[src/rtl/spi_pkg.sv]
// spi_pkg: frame layout, peripheral register map and controller state encoding
package spi_pkg;
    localparam int FRAME_BITS    = 16;
    localparam int ADDR_BITS     = 7;
    localparam int DATA_BITS     = 8;
    localparam int WRITE_BIT_IDX = 15;
    localparam logic [ADDR_BITS-1:0] REG_OUT_EN_LO = 7'h00;
    localparam logic [ADDR_BITS-1:0] REG_OUT_EN_HI = 7'h01;
    localparam logic [ADDR_BITS-1:0] REG_PWM_EN_LO = 7'h02;
    localparam logic [ADDR_BITS-1:0] REG_PWM_EN_HI = 7'h03;
    localparam logic [ADDR_BITS-1:0] REG_DUTY      = 7'h04;
    typedef enum logic [2:0] {IDLE, LEAD, SHIFT_HI, SHIFT_LO, GAP} state_t;
endpackage

[src/rtl/spi_clk_div.sv]
// spi_clk_div: one-cycle tick every CLK_DIV clk cycles while en is high
// ports: clk, rst (sync, active-high), en, clr (sync clear), tick
module spi_clk_div #(
    parameter int CLK_DIV = 4
) (
    input  logic clk,
    input  logic rst,
    input  logic en,
    input  logic clr,
    output logic tick
);
    localparam int W = $clog2(CLK_DIV + 1);
    logic [W-1:0] cnt;
    assign tick = en && cnt == W'(1);
    // zero means "freshly enabled": first tick lands CLK_DIV cycles after enable
    always_ff @(posedge clk) begin
        if (rst || clr || !en) cnt <= '0;
        else cnt <= cnt == '0 ? W'(CLK_DIV - 1) : tick ? W'(CLK_DIV) : cnt - W'(1);
    end
endmodule

[src/rtl/spi_controller.sv]
// spi_controller: SPI mode-0 16-bit write-frame initiator, MSB first, registered outputs
// ports: clk, rst (sync, active-high); req_valid/req_ready handshake with req_write/req_addr/req_data;
//        sclk/ncs/copi SPI pins; busy (frame in progress); done (one-cycle completion pulse)
module spi_controller
    import spi_pkg::*;
#(
    parameter int CLK_DIV     = 4,
    parameter int LEAD_HALVES = 1,
    parameter int GAP_CYCLES  = 4
) (
    input  logic                 clk,
    input  logic                 rst,
    input  logic                 req_valid,
    output logic                 req_ready,
    input  logic                 req_write,
    input  logic [ADDR_BITS-1:0] req_addr,
    input  logic [DATA_BITS-1:0] req_data,
    output logic                 sclk,
    output logic                 ncs,
    output logic                 copi,
    output logic                 busy,
    output logic                 done
);
    localparam int LW = $clog2(LEAD_HALVES + 1);
    localparam int GW = $clog2(GAP_CYCLES + 1);

    if (CLK_DIV < 4 || LEAD_HALVES < 1 || GAP_CYCLES < 4) begin : g_bad_params
        $error("spi_controller: CLK_DIV>=4, LEAD_HALVES>=1, GAP_CYCLES>=4 required");
    end

    state_t                state, state_n;
    logic [FRAME_BITS-1:0] frame;
    logic [4:0]            bit_cnt;
    logic [LW-1:0]         lead_cnt;
    logic [GW-1:0]         gap_cnt;
    logic                  tick, accept, fall, div_en;

    assign accept = req_valid && req_ready;
    assign fall   = state == SHIFT_HI && tick;
    assign div_en = state == LEAD || state == SHIFT_HI || state == SHIFT_LO;

    spi_clk_div #(.CLK_DIV(CLK_DIV)) u_div (
        .clk  (clk),
        .rst  (rst),
        .en   (div_en),
        .clr  (state == IDLE),
        .tick (tick)
    );

    always_comb begin
        state_n = state;
        case (state)
            IDLE:     state_n = accept ? LEAD : IDLE;
            LEAD:     state_n = tick && lead_cnt == LW'(LEAD_HALVES - 1) ? SHIFT_HI : LEAD;
            SHIFT_HI: state_n = tick ? SHIFT_LO : SHIFT_HI;
            SHIFT_LO: state_n = !tick ? SHIFT_LO : bit_cnt == 5'(FRAME_BITS) ? GAP : SHIFT_HI;
            GAP:      state_n = gap_cnt == GW'(GAP_CYCLES - 1) ? IDLE : GAP;
            default:  state_n = IDLE;
        endcase
    end

    always_ff @(posedge clk) begin
        if (rst) begin
            state     <= IDLE;
            frame     <= '0;
            bit_cnt   <= '0;
            lead_cnt  <= '0;
            gap_cnt   <= '0;
            sclk      <= 1'b0;
            ncs       <= 1'b1;
            copi      <= 1'b0;
            busy      <= 1'b0;
            done      <= 1'b0;
            req_ready <= 1'b1;
        end else begin
            state     <= state_n;
            frame     <= accept ? {req_write, req_addr, req_data} : fall ? frame << 1 : frame;
            bit_cnt   <= accept ? '0 : fall ? bit_cnt + 5'd1 : bit_cnt;
            lead_cnt  <= state != LEAD ? '0 : tick ? lead_cnt + LW'(1) : lead_cnt;
            gap_cnt   <= state == GAP ? gap_cnt + GW'(1) : '0;
            sclk      <= state_n == SHIFT_HI;
            ncs       <= state_n == IDLE || state_n == GAP;
            // next bit comes from frame[14] on the fall; zeros shifted in make copi=0 after bit 0
            copi      <= accept ? req_write : fall ? frame[FRAME_BITS-2] :
                         (state_n == LEAD || state_n == SHIFT_HI || state_n == SHIFT_LO) ? copi : 1'b0;
            busy      <= state_n != IDLE;
            req_ready <= state_n == IDLE;
            done      <= state == GAP && state_n == IDLE;
        end
    end
endmodule

[config.mk]
export PLATFORM = sky130hd
export DESIGN_NAME = spi_controller
export DESIGN_NICKNAME = d
export VERILOG_FILES = /design/src/rtl/spi_pkg.sv /design/src/rtl/spi_clk_div.sv /design/src/rtl/spi_controller.sv
export SDC_FILE = /design/constraint.sdc
export NUM_CORES = 1
export LEC_CHECK = 0
export ABC_AREA = 1
export BUFFER_PORTS_ARGS = -buffer_cell sky130_fd_sc_hd__buf_4
export CAP_MARGIN = 30
export CELL_PAD_IN_SITES_DETAIL_PLACEMENT = 0
export CELL_PAD_IN_SITES_GLOBAL_PLACEMENT = 1
export CORE_ASPECT_RATIO = 0.8
export CORE_UTILIZATION = 45
export CTS_BUF_LIST = sky130_fd_sc_hd__clkbuf_8
export CTS_CLUSTER_DIAMETER = 30
export DETAILED_ROUTE_END_ITERATION = 16
export PLACE_DENSITY = 0.95
export SLEW_MARGIN = 20
export SYNTH_ARGS = -nofsm -noshare
export SYNTH_HDL_FRONTEND = slang
export SYNTH_SLANG_ARGS = --single-unit
export TNS_END_PERCENT = 5
[constraint.sdc]
create_clock -name clk -period 2.81 [get_ports clk]
set_clock_uncertainty 0.05 [all_clocks]
set_input_delay 0.1405 -clock clk [delete_from_list [all_inputs] [get_ports clk]]
set_output_delay 0.1405 -clock clk [all_outputs]
set_load 0.005 [all_outputs]
==> impl_results.md, run 1 <==
* Status: finished, final reports clean
* RR Startpoint: u_div.cnt[1]$_SDFF_PP0_
* Vias in the first global route at 1080
* Num rows at 18
* Startpoint type of the worst setup path: flop
* Post-Place Cells at 260
* Pins Over Slew Limit at 0
* Setup bufs post-CTS at 0
* Critical path endpoint category: flop
* Min-Delay Path Class: in -> reg
* Setup TNS at 0 ns
* Worst VDD drop at 390 µV
* R2r setup slk at 1.15 ns
* Total core area at 3200 µm²
* DRT iter0 DRCs at 78
* Hold path cells at 3
* DP HPWL at 1990 µm
* Mean routed wirelength per cell at 10.5 µm
* Largest net degree at the start of global routing at 18
* Post-CTS Hold Buffers at 0
* Layout cells sized above 1 at 0.206
* GPL Wtd Cong at 0.768
* Distinct cells, synth at 22
* CTS Root Cell: clkbuf_8
* CTS H-Tree Depth at 2
* TritonCTS clock tree: built
* # DRC at 0
* CTS resizes at 0
* Final Critical Period at 1.66 ns
* Avg Synthesized Cell Area at 7.79 µm²
* # Max-Cap Violations at 0
* Critical Path Fanout Max at 17
* First-pass iteration count of the detailed router at 4
* Worst Tran Pin Value at 0.408 ns
* Pwr dens at 624 nW/µm²
* Nets@finish at 253
* Width of the chip at 68.1 µm
* Finish-stage setup viols at 0
* Initial Util at 0.492
* Synthesized Nets at 228
* Slew HR at 0.727
* Total CTS buffers at 5
* DRT antenna net count at 0
* Reg clk slew, reported paths at 0.07 ns
* Die area at 3740 µm²
* Clock latency on the worst-skew pair at 0.28 ns
* Fin. Hold Viols at 0
* Hold Crit Endpoint: frame[0]$_SDFFE_PP0P_
* Post-Synthesis Cells at 202
* F_max at 603 MHz
* Port Buffers at 24
* IO Pins at 25
* WS Path Type: reg -> reg
* Gr usage total at 0.175
* Area of the mapped netlist at 1570 µm²
* Worst reg2reg path depth at 11
* Vias per std cell at 5.01
* # diodes at 0
* RSZ-0062 raised after global routing: false
* Fin crit share at 0.590
* Bufs on Longest Clock Path at 2
* Crit path DAT at 1.79 ns
* Post-route cell area at 1870 µm²
* Post-synthesis sequential area ratio at 0.458
* Critical Path RT at 2.94 ns
* Static leakage at 0.762 nW
* Yosys reg bits at 36
* Area post-placement at 1780 µm²
* Total routed wirelength at 2820 µm
* Worst hold path startpoint: req_data[0]
* Finished Layout Cells at 268
* First-pass GRT wire length at 4740 µm
* Initial antenna violation count at 0
* Layout Area Growth over Synthesis at 18.9%
* Via count at 1342
* Yosys warns at 0
* Grt total ovfl at 0
* Die H at 54.9 µm
* Clk sink count at 36
* Worst reg2reg path endpoint: copi$_SDFFE_PP0P_
==> metrics by stage <==
stage	utilization	power (W)	hold slack, ns	worst slack, ns
final	0.585	0.00117	0.0695	1.15
after global routing	0.585	0.00124	0.0830	0.940
after CTS	0.585	0.00118	0.0654	1.14
after detailed placement	0.557	0.000817	0.371	1.15
after global placement	0.557	0.000816	0.362	1.19
after floorplan	-	0.000744	0.240	1.37
==> cells in the final DEF, fill, tap and decap left out, drive strengths merged <==
cell type	netlist	routed
nand2	47	47
dfxtp	36	36
buf	3	25
inv	22	24
nor2	21	21
nand3	18	18
a31oi	14	14
o21ai	13	13
a21oi	9	9
ha	7	7
clkbuf	4	6
nand4	4	4
clkinv	1	1
a211oi	1	1
nor3	1	1
nor4	1	1
==> cells in the mapped netlist (all sizes together) <==
| library cell | instances | area (µm²) |
|---|---|---|
| nor4 | 1 | 6.26 |
| clkbuf | 4 | 15.0 |
| nand2 | 47 | 184 |
| nor3 | 1 | 5.00 |
| a21oi | 9 | 45.0 |
| nor2 | 21 | 124 |
| inv | 22 | 82.6 |
| ha | 7 | 87.6 |
| a211oi | 1 | 7.51 |
| a31oi | 14 | 87.6 |
| nand4 | 4 | 25.0 |
| o21ai | 13 | 68.8 |
| dfxtp | 36 | 721 |
| nand3 | 18 | 95.1 |
| clkinv | 1 | 3.75 |
| buf | 3 | 15.0 |
==> worst max-delay path by stage <==
stage	start	to	slack [ns]	cells after the start
after floorplan	u_div.cnt[1]$_SDFF_PP0_	copi$_SDFFE_PP0P_	1.37	12
after global placement	u_div.cnt[1]$_SDFF_PP0_	frame[11]$_SDFFE_PP0P_	1.19	8
after detailed placement	u_div.cnt[1]$_SDFF_PP0_	copi$_SDFFE_PP0P_	1.15	11
after CTS	u_div.cnt[1]$_SDFF_PP0_	copi$_SDFFE_PP0P_	1.14	11
after global routing	u_div.cnt[1]$_SDFF_PP0_	copi$_SDFFE_PP0P_	0.94	11
final	u_div.cnt[1]$_SDFF_PP0_	copi$_SDFFE_PP0P_	1.15	11
==> registers in the layout, indices dropped and copies added (netlist names) <==
| name | flops |
|---|---|
| bit_cnt | 5 |
| busy | 1 |
| copi | 1 |
| done | 1 |
| frame | 15 |
| gap_cnt | 3 |
| lead_cnt | 1 |
| ncs | 1 |
| req_ready | 1 |
| sclk | 1 |
| state | 3 |
| u_div.cnt | 3 |
==> worst max-delay path, stage by stage, from the launching register on <==
cell,delay [ns]
dfxtp_1,0.30
inv_1,0.06
ha_1,0.13
nand2_1,0.12
nor2_4,0.38
nor2_1,0.08
nand2_1,0.10
nor2_2,0.05
nand2_2,0.10
nand3_1,0.07
nand2_1,0.07
nor2_1,0.04
==> cell families after synthesis <==
kind of cell    count (synthesis)  share of synthesized area
buf+inv                        30                     0.0740
simple gates                   92                      0.279
compound gates                 37                      0.133
flops                          36                      0.458
fa+ha+maj                       7                     0.0557
==> cell type report <==
class / count / area (µm²)
inverters: 23 / 86.3
flip-flops and latches: 36 / 721
fillers: 298 / 1330
clock inverters: 2 / 7.51
clock buffers: 6 / 82.6
well taps: 40 / 50.0
repair buffers: 25 / 188
multi-input cells: 136 / 736
==> where the power goes <==
| group | switching [W] | internal (W) |
|---|---|---|
| Sequential | 0.0000246 | 0.000555 |
| Combinational | 0.000133 | 0.0000925 |
| Clock | 0.000170 | 0.000192 |
| Total | 0.000328 | 0.000840 |
==> routing by layer <==
metal / global-route usage / vias up / share of wire
met4: 0.0938 / 0 / 0.022
met3: 0.0521 / 7 / 0.061
met5: 0 / - / 0
li1: - / 715 / -
met2: 0.232 / 33 / 0.39
met1: 0.250 / 587 / 0.53
Note: power is estimated with default switching activity, not from simulation.
==> run 2, diff against run 1 <==
Settings changed: CORE_UTILIZATION 45 to 38, PLACE_DENSITY 0.95 to 0.87.
Clock period 2.81 ns to 1.5 ns, I/O delays scaled along.
==> run 2 against run 1 <==
Net effect: cell area up 13%; combinational power increased to 2.6 times the previous value; sequential share of layout area is 4.3 points lower; largest power group unchanged; power up 110%; sequential power rose by 88%; clock-buffer cell count fell by 1; final cell count up 11%; non-clock buffer count is 15 higher; critical path type unchanged; largest cell class unchanged; critical path depth stayed put.
==> impl_results.md, run 2 (same netlist as run 1, synthesis figures left out) <==
* Total core area at 3880 µm²
* Largest register FFs at 15
* Die area at 4400 µm²
* Reg clk slew, reported paths at 0.07 ns
* Gr usage total at 0.160
* Fin. Hold Viols at 0
* IO Pins at 25
* Crit path DAT at 1.58 ns
* Status: finished, final reports clean
* Startpoint type of the worst setup path: flop
* Bufs on Longest Clock Path at 2
* Sequential Power Share at 0.436
* Clock power share at 0.332
* # diodes at 0
* Layout cells sized above 1 at 0.337
* Worst Path Buf+Inv at 3
* Biggest register: frame
* TritonCTS clock tree: built
* Fin crit share at 0.964
* Layout Area Growth over Synthesis at 34.8%
* Layout Utilization at 0.547
* Total routed wirelength at 3240 µm
* # Max-Cap Violations at 0
* Worst Tran Pin Value at 0.373 ns
* Critical Path Fanout Max at 4
* Net Sw Frac at 0.282
* DRT antenna net count at 0
* WS Path Type: reg -> reg
* Pwr dens at 1180 nW/µm²
* F_max at 692 MHz
* Grt total ovfl at 0
* Worst path max stage delay at 0.32 ns
* DRT iter0 DRCs at 64
* Vias in the first global route at 1213
* Most common cell after layout, fill and taps aside: nand2_1
* First-pass iteration count of the detailed router at 4
* Initial Util at 0.405
* Worst slack, placed at -0.0661 ns
* Nets@finish at 268
* Initial antenna violation count at 0
* Clk sink count at 36
* Final worst setup slack at 0.0543 ns
* Mean routed wirelength per cell at 10.9 µm
* Critical path endpoint category: flop
* Critical path cell sequence: inv_2 > ha_4 > nand2_4 > buf_6 > nor2_4 > nand3_2 > nand2_2 > nor2_4 > nand2_4 > o21ai_4 > inv_2
* Comb power frac at 0.232
* Finish-stage setup viols at 0
* Critical Path RT at 1.64 ns
* Via count at 1399
* Critical path's top delay family: simple AND/OR/NAND/NOR gates
* CTS H-Tree Depth at 2
* Final Critical Period at 1.45 ns
* GPL Wtd Cong at 0.829
* Width of the chip at 73.9 µm
* R2r setup slk at 0.05 ns
* DP HPWL at 2260 µm
* Gr busiest metal: met2
* Die H at 59.5 µm
* Largest regs: frame (15), bit_cnt (5)
* RSZ-0062 raised after global routing: true
* NetSw at 0.000705 W
* Vias per std cell at 4.69
* CTS Root Cell: clkbuf_8
* Pint at 0.00180 W
* # DRC at 0
* Port Buffers at 24
* Largest net degree at the start of global routing at 17
* Slew HR at 0.751
* Static leakage at 0.856 nW
* Num rows at 20
* Clock latency on the worst-skew pair at 0.29 ns
* Commonest cells after routing, fill and taps aside: 41 x nand2_1, 37 x buf_4, 32 x dfxtp_1
* Total CTS buffers at 5
* Met3 Usage GRT at 0.0476
* Min-Delay Path Class: in -> reg
* Pins Over Slew Limit at 0
* GRT met2 Usage at 0.232
* Met1 GRT Util at 0.218
* Worst VDD drop at 638 µV
* Slowest CP cell: dfxtp_2
* First-pass GRT wire length at 5270 µm
[run 2: power by group through the flow]
stage / logic [W] / registers (W) / clock network (W)
2_1_floorplan: 0.000293 / 0.00110 / 0
3_3_place_gp: 0.000479 / 0.00111 / 0
3_5_place_dp: 0.000484 / 0.00111 / 0
4_1_cts: 0.000490 / 0.00108 / 0.000852
5_1_grt: 0.000642 / 0.00110 / 0.000895
6_report: 0.000581 / 0.00109 / 0.000829
[run 2: routing by layer]
layer	vias up	part of all wire	routed length, µm
met2	30	0.43	1380
li1	748	-	-
met4	0	0.014	45
met3	5	0.046	149
met1	616	0.51	1660
met5	-	0	0
[run 2: layout make-up]
cell class,count,area [µm²]
multi-input cells,136,808
clock inverters,3,38.8
clock buffers,5,68.8
well taps,55,68.8
fillers,370,1760
flip-flops and latches,36,726
inverters,23,91.3
repair buffers,40,319
[run 2: final timing paths]
kind	startpoint	end	cells past startpoint
max reg2reg	u_div.cnt[1]$_SDFF_PP0_	busy$_SDFF_PP0_	11
min	req_addr[4]	frame[12]$_SDFFE_PP0P_	3
max	u_div.cnt[1]$_SDFF_PP0_	busy$_SDFF_PP0_	11
min reg2reg	gap_cnt[0]$_SDFF_PP0_	gap_cnt[0]$_SDFF_PP0_	1
[run 2: what timing repair did]
action                                  CTS  global route
hold buffers                              1             0
gates cloned                              0             0
resized for setup                         2            32
pin swaps                                 2            13
setup buffers                             0             4
hold endpoints to repair                  1             0
endpoints found under the setup margin    4            16
[run 2: metrics by stage]
stage | cell area (µm²) | instances | TNS (ns) | power (W) | hold slack [ns]
2_1_floorplan | 1570 | 202 | 0 | 0.00139 | 0.174
3_5_place_dp | 1890 | 285 | -0.145 | 0.00159 | 0.299
4_1_cts | 2010 | 294 | -0.00869 | 0.00243 | 0.0101
5_1_grt | 2120 | 298 | -0.227 | 0.00264 | 0.00272
3_3_place_gp | 1890 | 285 | -0.0798 | 0.00158 | 0.305
6_report | 2120 | 298 | 0 | 0.00250 | 0.0148
[run 2: worst min-delay path: stages]
cell     delay, ns
buf_4         0.11
nand2_1       0.05
a31oi_1       0.07
